File: src/rtl/bufx2_mon_pkg.sv
// Shared defaults and saturating-increment helper for the BUFx2 activity monitor.
package bufx2_mon_pkg;

  localparam int unsigned DEF_CNT_W  = 16;
  localparam int unsigned DEF_WINDOW = 256;

  // Increment v, capped at the all-ones value of a w-bit counter (w <= 64).
  function automatic logic [63:0] sat_inc(input logic [63:0] v, input int unsigned w);
    logic [63:0] lim;
    lim = (w >= 64) ? '1 : ((64'd1 << w) - 64'd1);
    return (v >= lim) ? lim : v + 64'd1;
  endfunction

endpackage

File: src/rtl/bufx2_sat_counter.sv
// Saturating up-counter with synchronous clear and increment enable.
module bufx2_sat_counter
  import bufx2_mon_pkg::*;
#(
  parameter int unsigned CNT_W = DEF_CNT_W
) (
  input  logic             clk,
  input  logic             rst_n,
  input  logic             clr,
  input  logic             inc,
  output logic [CNT_W-1:0] cnt
);

  logic [CNT_W-1:0] cnt_q;
  logic [CNT_W-1:0] cnt_d;

  always_comb begin
    cnt_d = cnt_q;
    if (clr) begin
      cnt_d = '0;
    end else if (inc) begin
      cnt_d = CNT_W'(sat_inc(64'(cnt_q), CNT_W));
    end
  end

  always_ff @(posedge clk) begin
    if (!rst_n) begin
      cnt_q <= '0;
    end else begin
      cnt_q <= cnt_d;
    end
  end

  assign cnt = cnt_q;

endmodule

File: src/rtl/bufx2_asap7_75t_r.sv
// BUFx2 behavioural buffer (Y = A) with a clocked edge/toggle activity monitor.
module bufx2_asap7_75t_r
  import bufx2_mon_pkg::*;
#(
  parameter int unsigned CNT_W  = DEF_CNT_W,
  parameter int unsigned WINDOW = DEF_WINDOW
) (
  input  logic             CLK,
  input  logic             RST_N,
  input  logic             A,
  output logic             Y,
  input  logic             CLR,
  output logic             A_Q,
  output logic [CNT_W-1:0] RISE_CNT,
  output logic [CNT_W-1:0] FALL_CNT,
  output logic [CNT_W-1:0] WIN_TOGGLES,
  output logic             WIN_VALID
);

  localparam int unsigned WCNT_W = (WINDOW > 1) ? $clog2(WINDOW) : 1;
  localparam logic [WCNT_W-1:0] WLAST = WCNT_W'(WINDOW - 1);

  logic              a_q, a_d;
  logic              primed_q, primed_d;
  logic [WCNT_W-1:0] wcnt_q, wcnt_d;
  logic [CNT_W-1:0]  win_tog_q, win_tog_d;
  logic              win_vld_q, win_vld_d;
  logic              rise, fall, toggle, win_end, wacc_clr;
  logic [CNT_W-1:0]  wacc;

  // The cell itself: a pure combinational buffer, untouched by the monitor.
  assign Y = A;

  always_comb begin
    a_d       = A;
    primed_d  = 1'b1;
    rise      = primed_q & A & ~a_q;
    fall      = primed_q & ~A & a_q;
    toggle    = rise | fall;
    win_end   = (wcnt_q == WLAST);
    wcnt_d    = win_end ? '0 : wcnt_q + WCNT_W'(1);
    win_tog_d = win_tog_q;
    win_vld_d = 1'b0;
    wacc_clr  = CLR | win_end;
    if (CLR) begin
      wcnt_d    = '0;
      win_tog_d = '0;
    end else if (win_end) begin
      win_tog_d = toggle ? CNT_W'(sat_inc(64'(wacc), CNT_W)) : wacc;
      win_vld_d = 1'b1;
    end
  end

  always_ff @(posedge CLK) begin
    if (!RST_N) begin
      a_q       <= 1'b0;
      primed_q  <= 1'b0;
      wcnt_q    <= '0;
      win_tog_q <= '0;
      win_vld_q <= 1'b0;
    end else begin
      a_q       <= a_d;
      primed_q  <= primed_d;
      wcnt_q    <= wcnt_d;
      win_tog_q <= win_tog_d;
      win_vld_q <= win_vld_d;
    end
  end

  bufx2_sat_counter #(.CNT_W(CNT_W)) u_rise (
    .clk(CLK), .rst_n(RST_N), .clr(CLR), .inc(rise), .cnt(RISE_CNT)
  );

  bufx2_sat_counter #(.CNT_W(CNT_W)) u_fall (
    .clk(CLK), .rst_n(RST_N), .clr(CLR), .inc(fall), .cnt(FALL_CNT)
  );

  // Window accumulator is emptied on clear and at every window boundary.
  bufx2_sat_counter #(.CNT_W(CNT_W)) u_wacc (
    .clk(CLK), .rst_n(RST_N), .clr(wacc_clr), .inc(toggle), .cnt(wacc)
  );

  assign A_Q         = a_q;
  assign WIN_TOGGLES = win_tog_q;
  assign WIN_VALID   = win_vld_q;

endmodule

File: config.mk
export PLATFORM = sky130hd
export DESIGN_NAME = bufx2_asap7_75t_r
export DESIGN_NICKNAME = d
export VERILOG_FILES = /design/src/rtl/bufx2_mon_pkg.sv /design/src/rtl/bufx2_sat_counter.sv /design/src/rtl/bufx2_asap7_75t_r.sv
export SDC_FILE = /design/constraint.sdc
export NUM_CORES = 1
export LEC_CHECK = 0
export CORE_ASPECT_RATIO = 1.4
export CORE_UTILIZATION = 53
export DETAILED_ROUTE_END_ITERATION = 16
export GPL_ROUTABILITY_DRIVEN = 0
export PLACE_DENSITY = 0.85
export SLEW_MARGIN = 15
export SYNTH_ARGS = -nofsm -noshare
export SYNTH_HDL_FRONTEND = slang
export SYNTH_SLANG_ARGS = --single-unit
File: constraint.sdc
create_clock -name CLK -period 2.2 [get_ports CLK]
set_input_delay 0.55 -clock CLK [delete_from_list [all_inputs] [get_ports CLK]]
set_output_delay 0.55 -clock CLK [all_outputs]
set_load 0.005 [all_outputs]
# Word-level counts from Yosys, hierarchy flattened
# Cells that the tools add are included.
# totals
output_inout_bits	51
elab_cells	34
register_bits	75
# op_classes
eq_ne	1
n_lt_le_gt_ge	3
bitwise	9
muxes	6
add_sub_neg	4
reduce_logical	3
# ops
operator	n
$mux 16	4
$add 16x1->16 const B	3
$ge 16x16->1 const B	3
$add 8x1->8 const B	1
$eq 8x8->1 const B	1
$and 1x1->1	4
$reduce_or 2->1	2
$not 1->1	3
$reduce_or 3->1	1
$mux 1	2
$or 1x1->1	2

# Longest topological paths before layout
# depth
depth_word	5
depth_mapped	7

# Cells and area by module
# Synthesis repeated with hierarchy kept, for this count alone.
# hier_totals
cells_unflattened	412
hier_area_um2	3763.6
# modules_own_cells
mod	instances	seq_area_each_um2	area_per_inst_um2	cells_each
bufx2_sat_counter	3	320.3	797.0	86
bufx2_asap7_75t_r	1	540.5	1372.6	154

# Worst setup path after synthesis
# No wires, ideal clock.
# synth_timing
path_type	input to register
start	in A
end	reg u_fall.cnt_q[14], in the netlist u_fall.cnt[14]
t_arrival_ps	1577
required_ps	2068
setup_slack_ps	491
cell_stages	6
path_buffers	1
cell_sequence	and3b_2 buf_6 nand4_4 nor3_2 and4bb_2 nor3_1
# synth_between
elab_chain_cells	3
# synth_rtl
item	line_no	rtl
start: declaration	bufx2_asap7_75t_r.sv:10	input logic A,
$not 1->1	bufx2_asap7_75t_r.sv:38	fall = primed_q & ~A & a_q;
$and 1x1->1 (2 in a row)	bufx2_asap7_75t_r.sv:38	
end signal: assignment	bufx2_sat_counter.sv:30	cnt_q <= cnt_d;
end: declaration	bufx2_sat_counter.sv:14	logic [CNT_W-1:0] cnt_q;
# Every way passes these cells.
# A chain may end at the register's enable or synchronous reset.

# Worst setup path in the final report
# layout_timing
start	in A
end	out Y
# layout_rtl
item	line_no	rtl
end: declaration	bufx2_asap7_75t_r.sv:11	output logic Y,
# No word-level cell between the ends.

==> flow_summary.json <==
{
  "status": "finished, final reports clean",
  "ys_seq_area_share_pct": 45.3,
  "grt_util_all_layers_pct": 24.1,
  "drc_errors": 0,
  "min_path_cells": 2,
  "regToRegStartpoint": "u_wacc.cnt[0]",
  "io_buffers": 54,
  "finalPower_mw": 2.74,
  "drv_cap": 0,
  "cts_max_path_buffers": 2,
  "via_per_inst": 5.56,
  "clock_sink_count": 75,
  "clock_skew_ps": 7.33,
  "path_cells": "dlygate4sd2_1 -> clkdlybuf4s50_1",
  "critPathKind": "input port to output pin",
  "cts_root_buffer": "clkbuf_8",
  "whs_endpoint": "WIN_TOGGLES[14]",
  "cp_data_required_time_ps": 1650,
  "multi_input_area_mm2": 0.00170,
  "setup_violations": 0,
  "dpl_worst_slack_ps": -206,
  "syn-cell-area_mm2": 0.00331,
  "ctsResizeCount": 1,
  "yosysUniqueCellTypes": 51,
  "die_h_um": 95.6,
  "maxSlewHeadroom_pct": 61.4,
  "antenna_found_initial": 0,
  "p_comb_share_pct": 3.0,
  "reg2reg_depth": 6,
  "fillCellCount": 456,
  "period_needed_ps": 1950,
  "clk_pin_slew_ps": 70,
  "ios": 55,
  "critPathTopFamily": "buffers and inverters",
  "drive_gt1_share_pct": 12.9,
  "synth_edf_count": 0,
  "grt_first_pass_wirelength_um": 11800,
  "synth.avg_cell_area_um2": 9.05,
  "cp_max_fo": 5,
  "power_density_mw_per_mm2": 642,
  "finish.utilization_pct": 71.6,
  "ir_worst_vdd_v": 0.000500,
  "hold_ws_ps": 455,
  "seqCellArea_mm2": 0.00150,
  "nets": 445,
  "fp.coreArea_mm2": 0.00595,
  "placed_area_mm2": 0.00402,
  "p_int_mw": 2.18,
  "area_growth_pct": 28.5,
  "worstSetupEndpointType": "output pin",
  "fmax_ghz": 0.513,
  "switchingPower_uw": 555,
  "finalCritPeriodShare_pct": 88.5,
  "synth_top_area_cell": "dfxtp_1",
  "clock_power_share_pct": 47.0,
  "postLayoutCellArea_mm2": 0.00426,
  "cts_made_buffers": 9,
  "syn_inst": 366,
  "placed_cells": 496,
  "post_cts_buffers": 0,
  "h-tree-depth": 3,
  "start_util_pct": 55.7,
  "grt_setup_unrepaired": "false",
  "swShare_pct": 20.3,
  "postRouteAntennaNets": 0,
  "r2r_setup_slack_ps": 470,
  "critPathMaxStageDelay_ps": 540,
  "n_antenna_cell": 0,
  "slew_violations": 0,
  "total_leakage_power_nw": 1.54,
  "fin_ws_ps": 252,
  "min_path_type": "flop to flop",
  "avgRoutedWirePerCell_um": 14.0,
  "ys_ff_latch": 75,
  "routed_wl_um": 7190,
  "reg2reg_to": "u_wacc.cnt[8]",
  "cts_tree": "done",
  "dieArea_mm2": 0.00658,
  "seqPwrFrac_pct": 50.1,
  "synth_top_area_share_pct": 45.3,
  "synthTopCellsByArea": "dfxtp_1 45%, a21oi_1 5.4%, xnor2_1 4.8%",
  "cp_num_buf_inv": 2,
  "grt_max_degree": 18,
  "crit_slowest_cell": "clkdlybuf4s50_1",
  "syn-num-nets": 374,
  "hold_buffers": 0,
  "ys_warn_count": 0,
  "initialDrtViolationCount": 186,
  "overflow": 0,
  "synthArstFlopShare_pct": 0,
  "tightest_slew_ps": 577,
  "hold_violations": 0,
  "rows": 33,
  "die_x_um": 68.8,
  "fin_cells": 512,
  "clk_latency_ps": 350,
  "dp_hpwl_um": 5170,
  "critPathLaunchType": "input port",
  "hold_start": "WIN_TOGGLES[14]",
  "arrival_ps": 1400,
  "synth-main-ff-cell": "dfxtp_1",
  "vias": 2847,
  "first_global_vias": 2665,
  "tns_ps": 0,
  "drt-pass1-iter-count": 4
}
==> state kept, by name, indices dropped and copies added (netlist names) <==
signal / cells
u_rise.cnt: 16
wcnt_q: 8
u_fall.cnt: 16
WIN_VALID: 1
WIN_TOGGLES: 16
primed_q: 1
A_Q: 1
u_wacc.cnt: 16
==> cell usage after synthesis (all sizes together), types with 6 or more instances <==
master,instances
clkbuf,6
nand3,21
dfxtp,75
xor2,17
nand4,10
o21ai,20
nor3,13
buf,9
a21oi,36
xnor2,19
inv,8
nor2,37
and3,12
nand2,29
==> worst register-to-register path, stage by stage, from the launching register on <==
cell and delay [ps]:
dfxtp_1 400, ha_1 190, nand2_1 140, nor3_4 290
and3_2 240, mux2i_1 290, nor2_1 70
==> worst max-delay path by stage <==
stage / to / depth (start not counted) / slack [ps] / start
finish: Y / 2 / 250 / A
global route: Y / 2 / 200 / A
CTS: Y / 2 / 230 / A
detailed placement: u_wacc.cnt[8] / 6 / -210 / A
global placement: WIN_TOGGLES[8] / 6 / -110 / A
floorplan: u_fall.cnt[14] / 6 / 490 / A
==> cells by family after synthesis <==
logic type / synth area share (%)
AOI/OAI and AO/OA: 13.2
xor gates and xnor gates: 9.74
adders and majority gates: 1.51
buffers and inverters: 3.36
DFF: 45.3
muxes: 1.21
and+or+nand+nor: 25.6
==> cells in the final DEF (no fill, tap or decap), types with 4 or more instances in the layout <==
cell	netlist	layout
dfxtp_1	75	75
clkdlybuf4s50_1	0	53
nor2_1	37	37
a21oi_1	36	36
nand2_1	27	27
buf_4	3	21
nand3_1	20	20
xnor2_1	18	18
o21ai_0	18	18
xor2_1	17	17
and3_1	11	11
nor3_1	10	10
clkbuf_8	0	10
inv_1	8	8
nand4_1	6	6
and4_1	5	5
a31oi_1	5	5
mux2i_1	4	4
and2_1	4	4
nor4_1	4	4
a21o_1	4	4
ha_1	4	4
==> metal layers <==
metal	track usage [%]	up-vias	wire [µm]
li1	-	1434	-
met1	25.0	1338	2960
met2	44.1	61	3810
met3	4.78	14	265
met4	12.6	0	155
met5	0	-	0
==> area by class of cell <==
class | instances | area share (%)
inverters | 8 | 0.705
multi-input cells | 268 | 39.9
well taps | 70 | 2.06
repair buffers | 75 | 16.4
clock buffers | 12 | 3.41
clock inverters | 4 | 2.29
flip-flops and latches | 75 | 35.3
==> power groups by stage <==
| stage | combinational (mW) | sequential [mW] | clock [mW] |
|---|---|---|---|
| 4_1_cts | 0.0817 | 1.37 | 1.30 |
| 5_1_grt | 0.0891 | 1.37 | 1.35 |
| 6_report | 0.0811 | 1.37 | 1.29 |
| 2_1_floorplan | 0.0493 | 1.40 | 0 |
| 3_3_place_gp | 0.0794 | 1.40 | 0 |
| 3_5_place_dp | 0.0818 | 1.40 | 0 |
Power figures use the tool's default switching activity.
